### src/rtl/des_feistel_decrypt_iter.sv
// Iterative DES decryptor: one Feistel round per clock, subkeys applied K16 down to K1.
// Optional macro DES_DEC_KEY_LATCH_EN captures all subkeys at the input handshake.
module des_feistel_decrypt_iter #(
  parameter bit ZERO_IDLE_OUT = 1'b1
) (
  input  logic        clk,
  input  logic        rst_n,
  input  logic        in_valid,
  output logic        in_ready,
  input  logic [63:0] in_data,
  input  logic [47:0] K1,
  input  logic [47:0] K2,
  input  logic [47:0] K3,
  input  logic [47:0] K4,
  input  logic [47:0] K5,
  input  logic [47:0] K6,
  input  logic [47:0] K7,
  input  logic [47:0] K8,
  input  logic [47:0] K9,
  input  logic [47:0] K10,
  input  logic [47:0] K11,
  input  logic [47:0] K12,
  input  logic [47:0] K13,
  input  logic [47:0] K14,
  input  logic [47:0] K15,
  input  logic [47:0] K16,
  output logic        out_valid,
  input  logic        out_ready,
  output logic [63:0] out_data,
  output logic        busy
);

  localparam logic [1:0] ST_IDLE  = 2'd0;
  localparam logic [1:0] ST_ROUND = 2'd1;
  localparam logic [1:0] ST_DONE  = 2'd2;

  // Permutation tables use DES numbering: bit 1 is the MSB.
  localparam int IP_TBL [64] = '{
    58, 50, 42, 34, 26, 18, 10, 2, 60, 52, 44, 36, 28, 20, 12, 4,
    62, 54, 46, 38, 30, 22, 14, 6, 64, 56, 48, 40, 32, 24, 16, 8,
    57, 49, 41, 33, 25, 17,  9, 1, 59, 51, 43, 35, 27, 19, 11, 3,
    61, 53, 45, 37, 29, 21, 13, 5, 63, 55, 47, 39, 31, 23, 15, 7};

  localparam int FP_TBL [64] = '{
    40, 8, 48, 16, 56, 24, 64, 32, 39, 7, 47, 15, 55, 23, 63, 31,
    38, 6, 46, 14, 54, 22, 62, 30, 37, 5, 45, 13, 53, 21, 61, 29,
    36, 4, 44, 12, 52, 20, 60, 28, 35, 3, 43, 11, 51, 19, 59, 27,
    34, 2, 42, 10, 50, 18, 58, 26, 33, 1, 41,  9, 49, 17, 57, 25};

  localparam int E_TBL [48] = '{
    32,  1,  2,  3,  4,  5,  4,  5,  6,  7,  8,  9,
     8,  9, 10, 11, 12, 13, 12, 13, 14, 15, 16, 17,
    16, 17, 18, 19, 20, 21, 20, 21, 22, 23, 24, 25,
    24, 25, 26, 27, 28, 29, 28, 29, 30, 31, 32,  1};

  localparam int P_TBL [32] = '{
    16,  7, 20, 21, 29, 12, 28, 17,  1, 15, 23, 26,  5, 18, 31, 10,
     2,  8, 24, 14, 32, 27,  3,  9, 19, 13, 30,  6, 22, 11,  4, 25};

  // Each S-box is 64 nibbles, entry {row,col} = 0 at the MSB end.
  localparam logic [255:0] SBOX [8] = '{
    256'hE4D12FB83A6C5907_0F74E2D1A6CB9538_41E8D62BFC973A50_FC8249175B3EA06D,
    256'hF18E6B34972DC05A_3D47F28EC01A69B5_0E7BA4D158C6932F_D8A13F42B67C05E9,
    256'hA09E63F51DC7B428_D709346A285ECBF1_D6498F30B12C5AE7_1AD069874FE3B52C,
    256'h7DE3069A1285BC4F_D8B56F03472C1AE9_A690CB7DF13E5284_3F06A1D8945BC72E,
    256'h2C417AB6853FD0E9_EB2C47D150FA3986_421BAD78F9C5630E_B8C71E2D6F09A453,
    256'hC1AF92680D34E75B_AF427C9561DE0B38_9EF528C3704A1DB6_432C95FABE17608D,
    256'h4B2EF08D3C975A61_D0B7491AE35C2F86_14BDC37EAF680592_6BD814A7950FE23C,
    256'hD2846FB1A93E50C7_1FD8A374C56B0E92_7B419CE206ADF358_21E74A8DFC90356B};

  function automatic logic [63:0] des_ip(input logic [63:0] v);
    logic [63:0] o;
    o = '0;
    for (int i = 0; i < 64; i++) o = {o[62:0], v[6'(64 - IP_TBL[6'(i)])]};
    return o;
  endfunction

  function automatic logic [63:0] des_ip_inv(input logic [63:0] v);
    logic [63:0] o;
    o = '0;
    for (int i = 0; i < 64; i++) o = {o[62:0], v[6'(64 - FP_TBL[6'(i)])]};
    return o;
  endfunction

  function automatic logic [31:0] f_function(input logic [31:0] r, input logic [47:0] k);
    logic [47:0] x;
    logic [31:0] s;
    logic [31:0] p;
    logic [5:0]  six;
    logic [5:0]  idx;
    x = '0;
    for (int i = 0; i < 48; i++) x = {x[46:0], r[5'(32 - E_TBL[6'(i)])]};
    x = x ^ k;
    s = '0;
    for (int j = 0; j < 8; j++) begin
      six = x[47:42];
      x   = {x[41:0], 6'b0};
      idx = {six[5], six[0], six[4:1]};
      s   = {s[27:0], SBOX[3'(j)][{~idx, 2'b00} +: 4]};
    end
    p = '0;
    for (int i = 0; i < 32; i++) p = {p[30:0], s[5'(32 - P_TBL[5'(i)])]};
    return p;
  endfunction

  logic [1:0]  r_state;
  logic [3:0]  r_rnd;
  logic [31:0] r_l;
  logic [31:0] r_r;
  logic        r_out_valid;
  logic [63:0] r_out_data;

  logic        w_accept;
  logic [63:0] w_ip;
  logic [47:0] w_round_key;
  logic [31:0] w_f;
  logic [31:0] w_l_next;
  logic [31:0] w_r_next;
  logic [47:0] w_key_live [16];

  // Decryption order: slot n holds the key for round counter value n.
  assign w_key_live = '{K16, K15, K14, K13, K12, K11, K10, K9,
                        K8,  K7,  K6,  K5,  K4,  K3,  K2,  K1};

  assign w_accept = (r_state == ST_IDLE) && in_valid;

`ifdef DES_DEC_KEY_LATCH_EN
  logic [47:0] r_keys [16];

  // NOTE: the key bank is a plain register array, so it can and does take the async reset.
  always_ff @(posedge clk or negedge rst_n) begin
    if (!rst_n) begin
      r_keys <= '{default: '0};
    end else if (w_accept) begin
      r_keys <= w_key_live;
    end
  end

  assign w_round_key = r_keys[r_rnd];
`else
  assign w_round_key = w_key_live[r_rnd];
`endif

  assign w_ip     = des_ip(in_data);
  assign w_f      = f_function(r_r, w_round_key);
  assign w_l_next = r_r;
  assign w_r_next = r_l ^ w_f;

  // NOTE: all state updates are non-blocking so every register samples pre-edge values.
  always_ff @(posedge clk or negedge rst_n) begin
    if (!rst_n) begin
      r_state     <= ST_IDLE;
      r_rnd       <= 4'd0;
      r_l         <= '0;
      r_r         <= '0;
      r_out_valid <= 1'b0;
      r_out_data  <= '0;
    end else begin
      case (r_state)
        ST_IDLE: begin
          if (in_valid) begin
            r_l     <= w_ip[63:32];
            r_r     <= w_ip[31:0];
            r_rnd   <= 4'd0;
            r_state <= ST_ROUND;
          end
        end
        ST_ROUND: begin
          r_l   <= w_l_next;
          r_r   <= w_r_next;
          r_rnd <= r_rnd + 4'd1;
          // Last round: halves are swapped before the final permutation.
          if (r_rnd == 4'd15) begin
            r_out_data  <= des_ip_inv({w_r_next, w_l_next});
            r_out_valid <= 1'b1;
            r_state     <= ST_DONE;
          end
        end
        ST_DONE: begin
          if (out_ready) begin
            r_out_valid <= 1'b0;
            r_state     <= ST_IDLE;
            if (ZERO_IDLE_OUT) r_out_data <= '0;
          end
        end
        default: r_state <= ST_IDLE;
      endcase
    end
  end

  assign in_ready  = (r_state == ST_IDLE);
  assign busy      = (r_state == ST_ROUND);
  assign out_valid = r_out_valid;
  assign out_data  = r_out_data;

endmodule

### config.mk
export PLATFORM = sky130hd
export DESIGN_NAME = des_feistel_decrypt_iter
export DESIGN_NICKNAME = d
export VERILOG_FILES = /design/src/rtl/des_feistel_decrypt_iter.sv
export SDC_FILE = /design/constraint.sdc
export NUM_CORES = 1
export LEC_CHECK = 0
export ABC_AREA = 1
export CAP_MARGIN = 20
export CORE_AREA = 2 2 356 358
export DETAILED_ROUTE_END_ITERATION = 12
export DIE_AREA = 0 0 358 360
export REMOVE_ABC_BUFFERS = 1
export SLEW_MARGIN = 5
export SYNTH_ARGS = -nofsm -noshare
export SYNTH_HDL_FRONTEND = slang
export SYNTH_SLANG_ARGS = --single-unit
### constraint.sdc
create_clock -name clk -period 1.6 [get_ports clk]
set_clock_uncertainty 0.15 [all_clocks]
set_input_delay 0.32 -clock clk [delete_from_list [all_inputs] [get_ports clk]]
set_output_delay 0.32 -clock clk [all_outputs]
set_load 0.01 [all_outputs]
Word level (Yosys, flattened, before mapping)
Cells that the tools add are included.

Add/sub/neg operators: 1. Magnitude comparators: 1. Eq/ne operators: 6. Shift-type cells: 4. Mux-type cells: 18. Bitwise operators: 7. Reductions and logical operators: 6.

Operator list (number): $bmux 48 s4 (1); $mux 64 (2); $pmux 64 s2 (1); $mux 32 (2); $pmux 32 s2 (1); $mux 24 (2); $xor 32x32->32 (1); $shiftx 1x9->4 const A (3); $not 6->6 (4); $xor 24x24->24 (1); $shiftx 1x9->3 const A (1); $pmux 4 s2 (1); $mux 2 (3); $pmux 2 s3 (1); $reduce_and 3->1 (2); $ge 5x5->1 const B (1); $not 4->5 (1); $add 4x1->4 const B (1); $eq 4x4->1 const B (1); $mux 4 (1); $ne 2x2->1 const B (2); $reduce_bool 2->1 (2); $eq 2x1->1 const B (1); $eq 2x2->1 const B (1); 5 further kinds (6).

Register bits: 135. Bits of input ports: 836. Output and inout port bits: 67.

Longest topological paths before layout
Gate-level depths: netlist (run 1).

Depth in word-level cells: 9. Mapped depth: 5.

Worst setup path before layout (run 1)
No wires, ideal clock.

Path type: register -> register. Start point: reg r_rnd[0]. End point: reg r_state[1]. Arrival: 833 ps. Data required time: 1322 ps. Slack: 489 ps. Stages on the path, launching flop included: 6. Buffers on the path: 0. Period minus slack after synthesis: 1111 ps. Cells stage by stage: dfrtp_1 -> ha_1 -> nand2_1 -> nor2_1 -> nand2_2 -> o31ai_1.

Word-level cells in the longest chain between the ends: 3.

RTL lines: start, declared (line 107) `logic [3:0] r_rnd;`; start signal, assigned (line 171) `r_rnd <= r_rnd + 4'd1;`; $eq 4x4->1 (line 173) `if (r_rnd == 4'd15) begin`; $ne 2x1->1 (no source line); $reduce_and 3->1 (no source line); end signal, assigned (line 176) `r_state <= ST_DONE;`; end signal, assigned (line 182) `r_state <= ST_IDLE;`; end signal, assigned (line 186) `default: r_state <= ST_IDLE;`; end, declared (line 106) `logic [1:0] r_state;`.

No other way between the ends. A chain may end at the register's enable or synchronous reset.

Worst setup path in the final report (run 1)
Start point: reg r_state[0]. End point: out busy.

Word-level cells in the longest chain between the ends: 1.

RTL lines: start signal, assigned (line 152) `r_state <= ST_IDLE;`; start signal, assigned (line 165) `r_state <= ST_ROUND;`; start signal, assigned (line 176); $eq 2x1->1 (line 192) `assign busy = (r_state == ST_ROUND);`; end, declared (line 30) `output logic busy`.

No other way between the ends.

==> results of run 1 <==
[cells by family (layout without fill, tap and decap cells)]
| family | count (synthesis) | count (layout) | share of synthesized area, % |
|---|---|---|---|
| buf+inv | 67 | 18 | 60.2 |
| simple gates | 21 | 21 | 11.5 |
| flops | 7 | 7 | 21.4 |
| compound gates | 5 | 5 | 3.82 |
| fa+ha+maj | 1 | 1 | 1.53 |
| other cells | 1 | 64 | 0.458 |
| xor+xnor | 1 | 1 | 1.07 |
[state kept, by name, summed over array words and instances, names as in the netlist]
name	flops
r_rnd	4
r_state	2
out_valid	1
[layout by cell type (no fill, tap or decap)]
cell type                         netlist  layout
sky130_fd_sc_hd__buf_4                 64       5
sky130_fd_sc_hd__clkbuf_1               0       1
sky130_fd_sc_hd__clkbuf_16              0       3
sky130_fd_sc_hd__clkdlybuf4s50_1        0       3
sky130_fd_sc_hd__clkinv_2               1       1
sky130_fd_sc_hd__conb_1                 1      64
sky130_fd_sc_hd__dfrtp_1                7       7
sky130_fd_sc_hd__dlygate4sd2_1          0       2
sky130_fd_sc_hd__dlymetal6s2s_1         0       1
sky130_fd_sc_hd__ha_1                   1       1
sky130_fd_sc_hd__inv_1                  1       1
sky130_fd_sc_hd__inv_2                  1       1
sky130_fd_sc_hd__nand2_1               13      13
sky130_fd_sc_hd__nand2_2                2       2
sky130_fd_sc_hd__nand3_1                1       1
sky130_fd_sc_hd__nand3_2                1       1
sky130_fd_sc_hd__nand4_1                1       1
sky130_fd_sc_hd__nor2_1                 3       2
sky130_fd_sc_hd__nor2_2                 0       1
sky130_fd_sc_hd__o21ai_1                3       3
sky130_fd_sc_hd__o21ai_2                1       1
sky130_fd_sc_hd__o31ai_1                1       1
sky130_fd_sc_hd__xnor2_1                1       1
[per-layer routing]
layer	share of wire (%)	wire (µm)	global-route usage, %
met2	47	488	0.212
met4	3.0	31	0.148
met3	18	190	0.0152
met1	31	322	0.113
met5	0	0	0
[final cells by class]
| class | instances | area, µm² |
|---|---|---|
| Multi-Input combinational cell | 92 | 389 |
| Timing Repair Buffer | 11 | 97.6 |
| Inverter | 3 | 12.5 |
| Fill cell | 15000 | 122000 |
| Tap cell | 1650 | 2060 |
| Clock buffer | 4 | 78.8 |
| Sequential cell | 7 | 175 |
[power breakdown]
| group | total [mW] | leakage [nW] | internal (mW) | switching (mW) |
|---|---|---|---|---|
| Combinational | 0.465 | 0.332 | 0.204 | 0.261 |
| Sequential | 0.330 | 0.0823 | 0.254 | 0.0754 |
| Clock | 0.426 | 0.0382 | 0.331 | 0.0944 |
| Total | 1.22 | 0.452 | 0.789 | 0.431 |
[path summary, 6_finish.rpt]
| kind | startpoint | cells past startpoint | end |
|---|---|---|---|
| worst max-delay path | r_state[0] | 3 | busy |
| worst min-delay path | rst_n | 1 | out_valid |
| worst max register to register | r_rnd[0] | 5 | r_state[1] |
| worst min register to register | out_valid | 2 | out_valid |
| max in group asynchronous | rst_n | 1 | r_rnd[0] |
| min in group clk | out_valid | 2 | out_valid |
[worst max-delay path, cell delays in order, from the launching register on]
cell,delay (ns)
sky130_fd_sc_hd__dfrtp_1,0.41
sky130_fd_sc_hd__nand2_2,0.11
sky130_fd_sc_hd__clkinv_2,0.06
sky130_fd_sc_hd__dlygate4sd2_1,0.28
[per-stage QoR]
| step | setup TNS [ns] | hold WS, ns | setup slack (ns) | std cells | util, % |
|---|---|---|---|---|---|
| 2_1_floorplan | 0 | -0.126 | 0.489 | 102 | - |
| 3_3_place_gp | 0 | 0.317 | 0.0431 | 1761 | 2.18 |
| 3_5_place_dp | 0 | 0.317 | 0.0387 | 1761 | 2.18 |
| 4_1_cts | 0 | 0.226 | 0.0104 | 1765 | 2.24 |
| 5_1_grt | -0.0147 | 0.236 | -0.0147 | 1767 | 2.26 |
| 6_report | 0 | 0.208 | 0.0361 | 1767 | 2.26 |
[repair_timing]
action                                  CTS  global route
endpoints found under the setup margin    2             3
endpoints found under the hold margin     0             0
pin swaps                                 0             1
setup buffers                             0             2
cloned                                    0             0
hold buffers                              0             0
resized for setup                         2             2
==> results by group, run 1 <==
Status
  • Result of the run: finished, final reports clean

Power
  • Power, Total: 1.22 mW
  • Worst vdd ir: 0.000812 V
  • Power density relative to cell area: 433 mW/mm²
  • Cell leakage power: 0.452 nW

Clock tree
  • Clock transition time at the flip-flop clock pins of the worst setup and hold paths: 0.04 ns
  • H-tree level count: 1
  • Root cell of the clock tree: sky130_fd_sc_hd__clkbuf_16
  • Number of sinks driven by the clock tree: 7
  • Clock buffers created by TritonCTS: 3
  • Clock tree from TritonCTS: done
  • Max clock buf depth: 2
  • Skew-Pair Late Insertion Delay: 0.23 ns

Worst setup path
  • Worst setup path category: flip-flop to output pin
  • Worst Setup Start Kind: flip-flop
  • Crit path DAT: 1.09 ns
  • Critical path required time: 1.13 ns
  • R2R setup slack: 0.34 ns
  • Maximum net fanout on the critical path: 3
  • Type of destination of the critical path: output pin

GRT
  • Maximum number of pins on one net before global-route repair: 8
  • Grt total ovfl: 0
  • Global-route wire length before repair: 1280 µm
  • Vias in the first global route: 329
  • Initial antenna violation count: 0
  • GRT Util Overall: 0.122%

Finish
  • Final standard cell area without fillers: 0.00282 mm²
  • Antenna fix cells: 0
  • Synthesis-to-layout area growth: 244%
  • Layout Nets: 955
  • Fraction of layout instances using a drive strength above 1: 12.8%

Synthesis
  • Most frequently used cell type in the post-synthesis netlist: sky130_fd_sc_hd__buf_4
  • Most instantiated flip-flop cell in the synthesis netlist: sky130_fd_sc_hd__dfrtp_1
  • Post-synthesis area per instance: 7.94 µm²
  • Synthesized area: 818 µm²
  • Yosys top cell by area: sky130_fd_sc_hd__buf_4
  • Total of flip-flops plus latches after synthesis: 7
  • Count of unique library cells instantiated by Yosys: 17
  • Async set-reset flop share out of synthesis: 100%
  • Register area share after synthesis: 21.4%
  • Most frequent cells after synthesis: 64 x sky130_fd_sc_hd__buf_4, 13 x sky130_fd_sc_hd__nand2_1, 7 x sky130_fd_sc_hd__dfrtp_1, 3 x sky130_fd_sc_hd__nor2_1, 3 x sky130_fd_sc_hd__o21ai_1
  • Ys Warns: 0
  • Cell count after synthesis: 103
  • Top cells by area in the synthesized netlist: sky130_fd_sc_hd__buf_4 59%, sky130_fd_sc_hd__dfrtp_1 21%, sky130_fd_sc_hd__nand2_1 6.0%, sky130_fd_sc_hd__o21ai_1 1.8%, sky130_fd_sc_hd__ha_1 1.5%
  • Synth top area share: 58.7%
  • Count of flip-flops with a built-in enable after synthesis: 0

Flow run
  • Max Cap Violations: 0

STA
  • Achievable Freq: 639 MHz
  • Number of slew-limit violations in the final report: 0
  • Number of setup violations in the final report: 0
  • Final hold violations: 0
  • Part of the cycle the worst path needs: 97.7%
  • Final critical path time including I/O delays and setup: 1.56 ns

Detailed routing
  • Number of routed nets with antenna violations: 0
  • 1st-pass router iterations: 3
  • Average wire per standard cell: 0.585 µm
  • Overall via count from detail_route: 474
  • Final wirelength: 1030 µm
  • Starting DRC count in detailed routing: 8
  • Via density per instance: 0.268
  • DRC violations left: 0

Floorplanning
  • Core region area: 0.125 mm²
  • Total Die Area: 0.129 mm²
  • Die width: 358 µm
  • # rows: 130
  • I/O pin count: 903
  • Die height: 360 µm
  • Effective utilization at floorplan: 0.655%

Placed design
  • Buffers added on ports: 6
  • Placed wire-length estimate: 815 µm
  • Area post-placement: 0.00272 mm²
  • GP Congestion: 0.528

Hold path
  • Worst Hold Class: input pin to async pin
Note: power is estimated with default switching activity, not from simulation.
==> run 2: changes to the inputs <==
Settings changed: ABC_AREA 1 to not set, CORE_AREA 2 2 356 358 to 2 2 354 356, DIE_AREA 0 0 358 360 to 0 0 356 358.
Clock period 1.6 ns to 1.5 ns, I/O delays scaled along.
==> results by group, run 2 <==
Synthesis
  • Most frequently used cell type in the post-synthesis netlist: sky130_fd_sc_hd__buf_4
  • Most frequent cells after synthesis: 64 x sky130_fd_sc_hd__buf_4, 7 x sky130_fd_sc_hd__dfrtp_1, 5 x sky130_fd_sc_hd__nor2_1
  • Top cells by area in the synthesized netlist: sky130_fd_sc_hd__buf_4 59%, sky130_fd_sc_hd__dfrtp_1 22%, sky130_fd_sc_hd__nor2_1 2.3%, sky130_fd_sc_hd__a22o_1 2.2%, sky130_fd_sc_hd__mux2_4 1.9%
  • Post-synthesis area per instance: 8.52 µm²
  • Async set-reset flop share out of synthesis: 100%
  • Yosys top cell by area: sky130_fd_sc_hd__buf_4
  • Synth top area share: 59.4%
  • Most instantiated flip-flop cell in the synthesis netlist: sky130_fd_sc_hd__dfrtp_1
  • Cell count after synthesis: 95
  • Ys Warns: 0
  • Register area share after synthesis: 21.6%
  • Count of unique library cells instantiated by Yosys: 17
  • Total of flip-flops plus latches after synthesis: 7
  • Count of flip-flops with a built-in enable after synthesis: 0
  • Synthesized area: 810 µm²

Finish
  • Final standard cell area without fillers: 0.00278 mm²
  • Final standard cell utilization of the core: 2.26%
  • Most frequent cells in the layout: 64 x sky130_fd_sc_hd__conb_1, 7 x sky130_fd_sc_hd__dfrtp_1, 5 x sky130_fd_sc_hd__nor2_1
  • Most flop-heavy register: r_rnd
  • Non-filler cells, final: 1,745
  • Layout Nets: 946
  • Antenna fix cells: 0
  • Synthesis-to-layout area growth: 244%
  • Leading cell type in the layout, fill and taps excluded: sky130_fd_sc_hd__conb_1
  • Fillers: 14,800
  • Fraction of layout instances using a drive strength above 1: 11.1%
  • Flip-flop count of the largest register after layout: 4

Clock tree
  • Skew-Pair Late Insertion Delay: 0.23 ns
  • H-tree level count: 1
  • Clock transition time at the flip-flop clock pins of the worst setup and hold paths: 0.04 ns
  • Hold bufs inserted after CTS: 0
  • Number of buffers inserted to repair setup after CTS: 0
  • Clock buffers created by TritonCTS: 3
  • Root cell of the clock tree: sky130_fd_sc_hd__clkbuf_16
  • Clock tree from TritonCTS: done
  • Max clock buf depth: 2
  • Number of sinks driven by the clock tree: 7

Floorplanning
  • # rows: 129
  • Effective utilization at floorplan: 0.656%
  • Core region area: 0.123 mm²
  • Die width: 356 µm
  • Total Die Area: 0.127 mm²
  • I/O pin count: 903
  • Die height: 358 µm

Worst setup path
  • Critical path's slowest cell: sky130_fd_sc_hd__dfrtp_1
  • Buffering stage count on the worst path with inverters included: 1
  • Worst setup path category: flip-flop to output pin
  • Crit path DAT: 1.00 ns
  • Cells along the critical path: nor2_1, clkdlybuf4s15_1
  • Critical path required time: 1.05 ns
  • Maximum net fanout on the critical path: 4
  • Type of destination of the critical path: output pin
  • Largest incremental delay on the critical path: 0.41 ns
  • Worst Setup Start Kind: flip-flop
  • Dominant delay contributor by cell family on the critical path: flip-flops

STA
  • Number of setup violations in the final report: 0
  • Setup total negative slack: 0 ns
  • Final Worst Setup Slack: 0.0526 ns
  • Achievable Freq: 691 MHz
  • Part of the cycle the worst path needs: 96.5%
  • Min Hold Slack: 0.193 ns
  • Unrepaired setup endpoints after global routing: false
  • Final critical path time including I/O delays and setup: 1.45 ns
  • Number of slew-limit violations in the final report: 0
  • Final hold violations: 0

Placed design
  • GP Congestion: 0.534
  • Placed wire-length estimate: 750 µm
  • Area post-placement: 0.00270 mm²
  • Buffers added on ports: 6
  • Setup slack at placement: -0.103 ns
  • Placed cell count: 1,741

Power
  • Power density relative to cell area: 465 mW/mm²
  • Cell leakage power: 0.440 nW
  • Worst vdd ir: 0.000628 V
  • Power, Total: 1.30 mW

Detailed routing
  • Starting DRC count in detailed routing: 5
  • Number of routed nets with antenna violations: 0
  • Via density per instance: 0.257
  • Average wire per standard cell: 0.523 µm
  • 1st-pass router iterations: 3
  • Overall via count from detail_route: 449
  • DRC violations left: 0
  • Final wirelength: 913 µm

GRT
  • Global-route wire length before repair: 1270 µm
  • Grt total ovfl: 0
  • Vias in the first global route: 320
  • GRT Util Overall: 0.124%
  • Maximum number of pins on one net before global-route repair: 8
  • Initial antenna violation count: 0

Flow run
  • Max Cap Violations: 0

Status
  • Result of the run: finished, final reports clean

Hold path
  • Worst Hold Class: input pin to async pin
-- run 2: worst register-to-register path, stage by stage, from the launching register on --
cell	delay (ns)
sky130_fd_sc_hd__dfrtp_1	0.39
sky130_fd_sc_hd__ha_1	0.24
sky130_fd_sc_hd__and4_1	0.24
sky130_fd_sc_hd__mux2_2	0.26
-- run 2: cell type report --
class,instances,area (µm²),area share (%)
well taps,1637,2050,73.6
inverters,2,7.51,0.270
clock buffers,4,78.8,2.83
repair buffers,10,83.8,3.01
flip-flops and latches,7,175,6.29
multi-input cells,85,390,14.0
-- run 2: kinds of logic (layout without fill, tap and decap cells) --
kind of cell / Yosys count / after routing / synth area share, %
flip-flops: 7 / 7 / 21.6
other: 1 / 64 / 0.463
multiplexers: 2 / 2 / 3.25
adder cells (fa/ha/maj): 1 / 1 / 1.55
AO/OA/AOI/OAI: 7 / 7 / 6.49
buffers and inverters: 66 / 16 / 60.3
AND/OR/NAND/NOR: 11 / 11 / 6.34
-- run 2: final timing paths --
| check | from | endpoint | slack, ns | depth (start not counted) |
|---|---|---|---|---|
| worst min-delay path | rst_n | r_rnd[0] | 0.19 | 1 |
| worst max-delay path | r_state[0] | in_ready | 0.05 | 2 |
| min in group clk | r_rnd[0] | r_rnd[0] | 0.38 | 1 |
| worst max register to register | r_rnd[0] | r_state[1] | 0.09 | 3 |
| worst min register to register | r_rnd[0] | r_rnd[0] | 0.38 | 1 |
| max in group asynchronous | rst_n | r_rnd[2] | 0.75 | 1 |
-- run 2: report_power, final --
group,leakage [nW],switching (mW),internal [mW]
Combinational,0.322,0.243,0.253
Sequential,0.0802,0.0753,0.268
Clock,0.0382,0.103,0.354
-- run 2: routing by layer --
| metal | up-vias | global-route usage, % | share of wire [%] |
|---|---|---|---|
| met3 | 3 | 0.0662 | 26 |
| met2 | 62 | 0.194 | 39 |
| met5 | - | 0 | 0 |
| met4 | 0 | 0.127 | 3.5 |
| met1 | 184 | 0.114 | 31 |
| li1 | 200 | - | - |
-- run 2: what timing repair did --
action                                 CTS  global route
endpoints found under the hold margin    0             0
setup endpoints to repair                3             1
resized for setup                        7             1
